## src/rtl/delay_chain_ctrl.sv

```systemverilog
// Control sequencer for a chain of DEPTH enable-gated delay registers (valid/last per stage).
// Latency: DEPTH cycles from accept to out_valid when there are no stalls; one beat per cycle.
// Backpressure: stages fill from the tail and bubbles collapse; in_ready drops only when stage 0 cannot shift.
module delay_chain_ctrl #(
    parameter int DEPTH = 4,
    parameter int CNT_W = 5
) (
    input  logic             clk,
    input  logic             rst,
    input  logic             in_valid,
    input  logic             in_last,
    output logic             in_ready,
    output logic             out_valid,
    output logic             out_last,
    input  logic             out_ready,
    output logic [DEPTH-1:0] stage_ena,
    output logic [DEPTH-1:0] stage_vld,
    output logic [CNT_W-1:0] occupancy,
    output logic             busy,
    output logic             frame_done
);

    typedef enum logic [1:0] {
        IDLE  = 2'd0,
        RUN   = 2'd1,
        DRAIN = 2'd2,
        DONE  = 2'd3
    } state_t;

    state_t           state;
    state_t           state_nxt;
    logic [DEPTH-1:0] vld;
    logic [DEPTH-1:0] lst;
    logic [DEPTH-1:0] take;
    logic [DEPTH-1:0] ena;
    logic [DEPTH-1:0] src_lst;
    logic             accept_ok;
    logic             rdy;
    logic             accept;
    logic             emit;

    // Last flag each stage would load: the previous stage's flag, or in_last at the head.
    assign src_lst = (lst << 1) | DEPTH'(in_last);

    // Take/enable chain resolved from the output end back to the input so a stage
    // only shifts when the stage ahead is empty or is itself moving on.
    always_comb begin
        take            = '0;
        ena             = '0;
        take[DEPTH-1]   = vld[DEPTH-1] & out_ready;
        for (int i = DEPTH - 1; i >= 1; i--) begin
            ena[i]      = vld[i-1] & (~vld[i] | take[i]);
            take[i-1]   = vld[i-1] & ena[i];
        end
        rdy             = rst & accept_ok & (~vld[0] | take[0]);
        ena[0]          = in_valid & rdy;
    end

    assign accept     = ena[0];
    assign emit       = vld[DEPTH-1] & out_ready;
    assign in_ready   = rdy;
    assign out_valid  = vld[DEPTH-1];
    assign out_last   = lst[DEPTH-1];
    assign stage_vld  = vld;
    assign stage_ena  = rst ? ena : '0;

    // Per-stage valid/last flags: load on enable, clear when the beat moves on, else hold.
    always_ff @(posedge clk) begin
        if (!rst) begin
            vld <= '0;
            lst <= '0;
        end else begin
            for (int i = 0; i < DEPTH; i++) begin
                if (ena[i]) begin
                    vld[i] <= 1'b1;
                    lst[i] <= src_lst[i];
                end else if (take[i]) begin
                    vld[i] <= 1'b0;
                end
            end
        end
    end

    // Occupancy tracks accepts minus emits; simultaneous events cancel.
    always_ff @(posedge clk) begin
        if (!rst) begin
            occupancy <= '0;
        end else if (accept && !emit) begin
            occupancy <= occupancy + CNT_W'(1);
        end else if (emit && !accept) begin
            occupancy <= occupancy - CNT_W'(1);
        end
    end

    // Frame state register.
    always_ff @(posedge clk) begin
        if (!rst) begin
            state <= IDLE;
        end else begin
            state <= state_nxt;
        end
    end

    // Frame sequencing: a last beat closes intake until it has left the chain.
    always_comb begin
        state_nxt  = state;
        accept_ok  = 1'b0;
        busy       = 1'b1;
        frame_done = 1'b0;
        case (state)
            IDLE: begin
                accept_ok = 1'b1;
                busy      = 1'b0;
                if (accept) begin
                    state_nxt = in_last ? DRAIN : RUN;
                end
            end
            RUN: begin
                accept_ok = 1'b1;
                if (accept && in_last) begin
                    state_nxt = DRAIN;
                end
            end
            DRAIN: begin
                if (emit && out_last) begin
                    state_nxt = DONE;
                end
            end
            DONE: begin
                frame_done = 1'b1;
                state_nxt  = IDLE;
            end
            default: begin
                state_nxt = IDLE;
            end
        endcase
    end

endmodule

```

## config.mk

```make
export PLATFORM = sky130hd
export DESIGN_NAME = delay_chain_ctrl
export DESIGN_NICKNAME = d
export VERILOG_FILES = /design/src/rtl/delay_chain_ctrl.sv
export SDC_FILE = /design/constraint.sdc
export NUM_CORES = 1
export LEC_CHECK = 0
export CORE_UTILIZATION = 42
export CTS_BUF_LIST = sky130_fd_sc_hd__clkbuf_4 sky130_fd_sc_hd__clkbuf_8 sky130_fd_sc_hd__clkbuf_16
export DETAILED_ROUTE_END_ITERATION = 16
export PLACE_DENSITY_LB_ADDON = 0.05
export SYNTH_ARGS = -nofsm -noshare
export SYNTH_HDL_FRONTEND = slang
export SYNTH_SLANG_ARGS = --single-unit
```

## constraint.sdc

```tcl
create_clock -name clk -period 2.4 [get_ports clk]
set_input_delay 0.36 -clock clk [delete_from_list [all_inputs] [get_ports clk]]
set_output_delay 0.36 -clock clk [all_outputs]
set_load 0.1 [all_outputs]
```

==> results.md, run 1 <==
* Commonest cells after routing, fill and taps aside: buf_4, nor2_1, nand2_1, dfxtp_1, a21oi_1
* Tcrit/Tclk final at 0.960
* Synth Area per Inst at 8.66 sq um
* Post-DP HPWL at approximately 1500 um
* Placed Cells at about 160
* Max Clk Rate at between 400 and 500 MHz
* Final wirelength at ~2000 um
* Die area at about 2300 sq um
* # DRC at 0
* Final worst path period need at around 2.3 ns
* Die W at roughly 48 um
* LEAKAGE at between 0.0005 and 0.0006 uW
* Largest net degree at the start of global routing at 18
* Clock root buffer: clkbuf_4
* I/O pins at 23
* Ant diodes at 0
* Crit path max-delay family: adder cells
* GRT Util Overall at 0.189
* Syn-to-layout area delta at 47.9%
* Syn_nets at 116
* Finished Core Util at 0.666
* Yosys reg bits at 15
* # setup viols final at 0
* CP endpoint kind: flop
* CP max FO at 5
* Synth cell types at 32
* Hold-fix buffers, CTS at 0
* Routed via count at 840
* Initial core utilization at 0.450
* Power Density at between 1000 and 1500 nW/um^2
* Area share of the largest cell type after synthesis at 0.340
* Clk sinks at 15
* Max_slew headroom at 0.787
* Remaining antenna violation count at 0
* Register area at 314 sq um
* Fin cells at between 150 and 200
* Most common cell after layout, fill and taps aside: buf_4
* Post-placement cell area at about 1200 sq um
* Worst r2r src: state[1]$_SDFFE_PN0P_
* Filler instances at ~180
* CP Data Arrival Time at between 2 and 3 ns
* Drt first pass iters at 4
* Via/cell ratio at ~5.2
* Crit path largest cell delay at about 0.48 ns
* Row cnt at 16
* Mapped Cells at 102
* DR WL/cell at 12.6 um
* Remaining global-route overflow at 0
* Final instance area at between 1000 and 1500 sq um
* Maximum vdd drop at approximately 0.74 mV
* Worst Path Buf+Inv at 2
* Via count of the first global-routing pass at just under 700
* Slew @ Worst Pin at 0.319 ns
* Critical Path Source Type: input pin
* Worst-path clk slew at roughly 0.090 ns
* TritonCTS Buffers at 3
* Final Max Tran Viols at 0
* Hold Startpoint: lst[2]$_SDFFE_PN0P_
* Max-cap viol count at 0
* Synth warnings at 0
* Port Buffers at 22
* Antenna violations before repair at 0
* Required time of the critical path at roughly 2.6 ns
* CTS H-Tree Depth at 1
* Global-route wire length before repair at 3020 um
* Register area share after synthesis at 0.340
* Outcome: complete, no violations
* Critical path cell sequence: clkdlybuf4s50_1 -> nand2_1 -> a211oi_2 -> ha_2 -> inv_4 -> fa_2 -> nand3_2 -> a211oi_1 -> a31oi_1 -> mux2i_1
* Worst skew pair latency at ~0.28 ns
* Setup Crit Path Kind: input pin to flop
* Dominant cells by area after synthesis: dfxtp_1, ha_1, nor2_1
* Hold Vio Cnt, Final at 0
* Final #Nets at ~150
* Worst hold path class: flop to flop
* Area of the multi-input gates at approximately 580 sq um
* Core ar. at 1960 sq um
* RePlAce Congestion at 0.741
* Die Span Y at between 40 and 50 um
* Area leader, netlist: dfxtp_1
* CTS tree: done
* Cell Area, Synth at 883 sq um
* Critical path's slowest cell: clkdlybuf4s50_1
* Proportion of layout cells with a drive suffix above 1 at 0.418
* Layout Skew at around 0.0073 ns
* Iter 0 DRT Violations at 11
* Worst setup startpoint: rst
* CTS Buffer Depth at 2
==> worst paths after layout <==
path / endpoint / slack [ns] / cells past startpoint
setup / recovery: occupancy[4]$_SDFFE_PN0P_ / 0.1 / 10
setup reg to reg: occupancy[4]$_SDFFE_PN0P_ / 0.1 / 11
hold reg to reg: lst[2]$_SDFFE_PN0P_ / 0.47 / 2
hold / removal: lst[2]$_SDFFE_PN0P_ / 0.47 / 2
==> layout make-up <==
type                       count  area share
inverter                       8      0.0249
multi-input combinational     75       0.444
sequential                    15       0.240
timing repair buffer          32       0.241
tap                           27      0.0259
clock buffer                   4      0.0230
==> logic make-up (layout without fill, tap and decap cells) <==
group                    Yosys count  in the layout  share of synthesized area
AO/OA/AOI/OAI                     22             22                      0.200
XOR/XNOR                           2              2                     0.0198
adder cells (fa/ha/maj)            9              9                      0.136
buffers and inverters             12             44                     0.0637
flip-flops                        15             15                      0.340
multiplexers                       3              3                     0.0340
AND/OR/NAND/NOR                   39             39                      0.207
==> Yosys cell counts (all sizes together) <==
library cell / number
nand4: 1
nor2: 15
or4: 1
nand2: 10
a211oi: 4
nand4b: 1
a31oi: 1
fa: 1
dfxtp: 15
buf: 3
nand3: 6
xor2: 1
clkbuf: 1
ha: 8
a21o: 1
mux2i: 3
and4b: 1
a21oi: 9
inv: 8
xnor2: 1
o21ai: 3
or2: 1
a221oi: 3
nand2b: 2
o21a: 1
nand3b: 1
==> metal layers <==
layer,GRT usage,routed length [um],up-vias,share of wire
met2,0.341,1120,17,0.55
met3,0.0340,70,2,0.034
met5,0,0,-,0
met4,0.0667,14,0,0.0069
li1,-,-,418,-
met1,0.222,825,403,0.41
==> sequential cells by signal, summed over array words and instances, names as in the netlist <==
signal and flops:
occupancy 5, lst 4, stage_vld 4, state 2
==> per-stage QoR <==
stage	hold WS (ns)	total power, uW	worst slack (ns)	TNS [ns]
2_1_floorplan	0.428	1050	-0.0909	-0.191
3_3_place_gp	0.451	1280	-0.252	-0.593
3_5_place_dp	0.456	1300	-0.365	-0.796
4_1_cts	0.469	1480	0.0270	0
5_1_grt	0.497	1620	-0.0575	-0.0575
6_report	0.466	1530	0.0956	0
==> worst reg2reg max path, delay by kind of cell, from the launching register on <==
family,cells,cell delay [ns]
buf+inv,2,0.16
mux,1,0.22
compound gates,3,0.56
simple gates,2,0.15
fa+ha+maj,3,0.81
flops,1,0.35
==> power by group <==
group | internal, uW | switching (uW)
clock network | 75.7 | 77.9
registers | 295 | 55.5
logic | 354 | 669
==> repair_timing <==
item / in CTS / in global routing
resized for setup: 4 / 10
pin swaps: 0 / 3
buffers inserted: 0 / 2
endpoints found under the setup margin: 1 / 3
(Power assumes the default switching activity.)
==> run 2, diff against run 1 <==
Settings changed: CAP_MARGIN set to 20.
==> results of run 2 <==
Same layout as run 1: the final DEF is identical, and so are final timing and power.
==> run 3, diff against run 2 <==
Settings changed: CAP_MARGIN 20 to 10, CORE_ASPECT_RATIO set to 0.7, GPL_TIMING_DRIVEN set to 1.
==> results.md, run 3 (synthesis results as in run 1) <==
* Finished Core Util at 0.693
* R2R Setup Slk at 0.12 ns
* Die area at 2290 sq um
* Outcome: finished with violations
* Final #Nets at 150
* DR WL/cell at between 10 and 15 um
* # DRC at 4
* Most common cell after layout, fill and taps aside: buf_4
* Routed via count at between 800 and 900
* Max reg flops at 5
* Remaining antenna violation count at 0
* Required time of the critical path at 2.64 ns
* Biggest register: occupancy
* Row cnt at 13
* Max_slew headroom at 0.779
* GR Util met1 at 0.220
* Via count of the first global-routing pass at roughly 690
* CP Data Arrival Time at roughly 2.5 ns
* Syn-to-layout area delta at 50.6%
* CTS H-Tree Depth at 1
* Via/cell ratio at 5.10
* Max-cap viol count at 0
* Worst r2r src: state[1]$_SDFFE_PN0P_
* Core ar. at ~1900 sq um
* Design Power at 1520 uW
* Port Buffers at 22
* CTS tree: done
* Remaining global-route overflow at 0
* Post-DP HPWL at roughly 1500 um
* RePlAce Congestion at ~0.74
* Die Span Y at between 40 and 50 um
* Worst skew pair latency at approximately 0.30 ns
* Maximum vdd drop at between 0.7 and 0.8 mV
* Final Max Tran Viols at 0
* I/O pins at 23
* Met3 Usage GRT at 0.0806
* Die W at between 50 and 60 um
* Largest net degree at the start of global routing at 18
* CP endpoint kind: flop
* Most used routing layer: met2
* Max Clk Rate at 439 MHz
* Ant diodes at 0
* # setup viols final at 0
* CTS Buffer Depth at 2
* LEAKAGE at roughly 0.00057 uW
* Tcrit/Tclk final at 0.950
* Hold Startpoint: lst[2]$_SDFFE_PN0P_
* Drt first pass iters at 10
* Power Density at 1140 nW/um^2
* Worst setup startpoint: state[1]$_SDFFE_PN0P_
* TritonCTS Buffers at 3
* Initial core utilization at 0.460
* Hold-fix buffers, CTS at 0
* Final wirelength at 2000 um
* Iter 0 DRT Violations at 24
* Hold Vio Cnt, Final at 0
* Clk sinks at 15
* Setup Crit Path Kind: flop to flop
* Worst hold path class: flop to flop
* Failing checks: DRC
* Global-route wire length before repair at around 3000 um
* Unrepaired setup endpoints after global routing: no
* Met2 GRT Util at 0.280
* Slew @ Worst Pin at 0.331 ns
* Critical Path Source Type: flop
* Worst-path clk slew at roughly 0.1 ns
* CP max FO at 5
* Fin Setup TNS at 0 ns
* Proportion of layout cells with a drive suffix above 1 at 0.437
* Antenna violations before repair at 0
* Commonest cells after routing, fill and taps aside: buf_4, nor2_1, dfxtp_1
* Clock root buffer: clkbuf_4
* Layout Skew at a little over 0.005 ns
* Hold_ws at between 0.4 and 0.5 ns
* GRT Util Overall at 0.183
* Final worst path period need at about 2.3 ns
-- run 3: area by class of cell --
class	count	area, sq um
Fill cell	156	589
Sequential cell	15	313
Inverter	8	32.5
Clock buffer	3	22.5
Clock inverter	1	5.00
Multi-Input combinational cell	75	607
Tap cell	22	27.5
Timing Repair Buffer	33	323
-- run 3: critical path, stage by stage (launching register included) --
cell      delay, ns
dfxtp_1        0.34
inv_2          0.10
ha_2           0.22
nor2_1         0.07
a211oi_2       0.20
ha_2           0.25
inv_4          0.06
ha_4           0.25
a21o_1         0.12
a21oi_2        0.07
or4_4          0.48
nand3_2        0.07
-- run 3: where the power goes --
part	switching (uW)	total, uW	internal (uW)
registers	54.1	347	293
logic	664	1020	352
clock network	92.5	155	62.2
total	811	1520	708
-- run 3: per-stage QoR --
stage | worst slack (ns) | std cells | cell area (sq um)
2_1_floorplan | -0.0909 | 102 | 908
3_3_place_gp | -0.236 | 151 | 1210
3_5_place_dp | -0.342 | 151 | 1210
4_1_cts | 0.0125 | 155 | 1250
5_1_grt | 0.00438 | 157 | 1330
6_report | 0.120 | 157 | 1330
-- run 3: timing repair --
action | 4_1_cts | 5_1_grt
setup endpoints to repair | 1 | 3
buffers inserted | 0 | 2
resized for setup | 1 | 15
pin swaps | 0 | 4
-- run 3: path summary, 6_finish.rpt --
path	endpoint	cells past startpoint
max reg2reg	occupancy[3]$_SDFFE_PN0P_	11
max	occupancy[3]$_SDFFE_PN0P_	11
min	lst[2]$_SDFFE_PN0P_	2
min reg2reg	lst[2]$_SDFFE_PN0P_	2
-- run 3: per-layer routing --
layer | wire, um | vias up
li1 | - | 420
met1 | 1060 | 359
met2 | 811 | 17
met3 | 96 | 5
met4 | 36 | 0
met5 | 0 | -
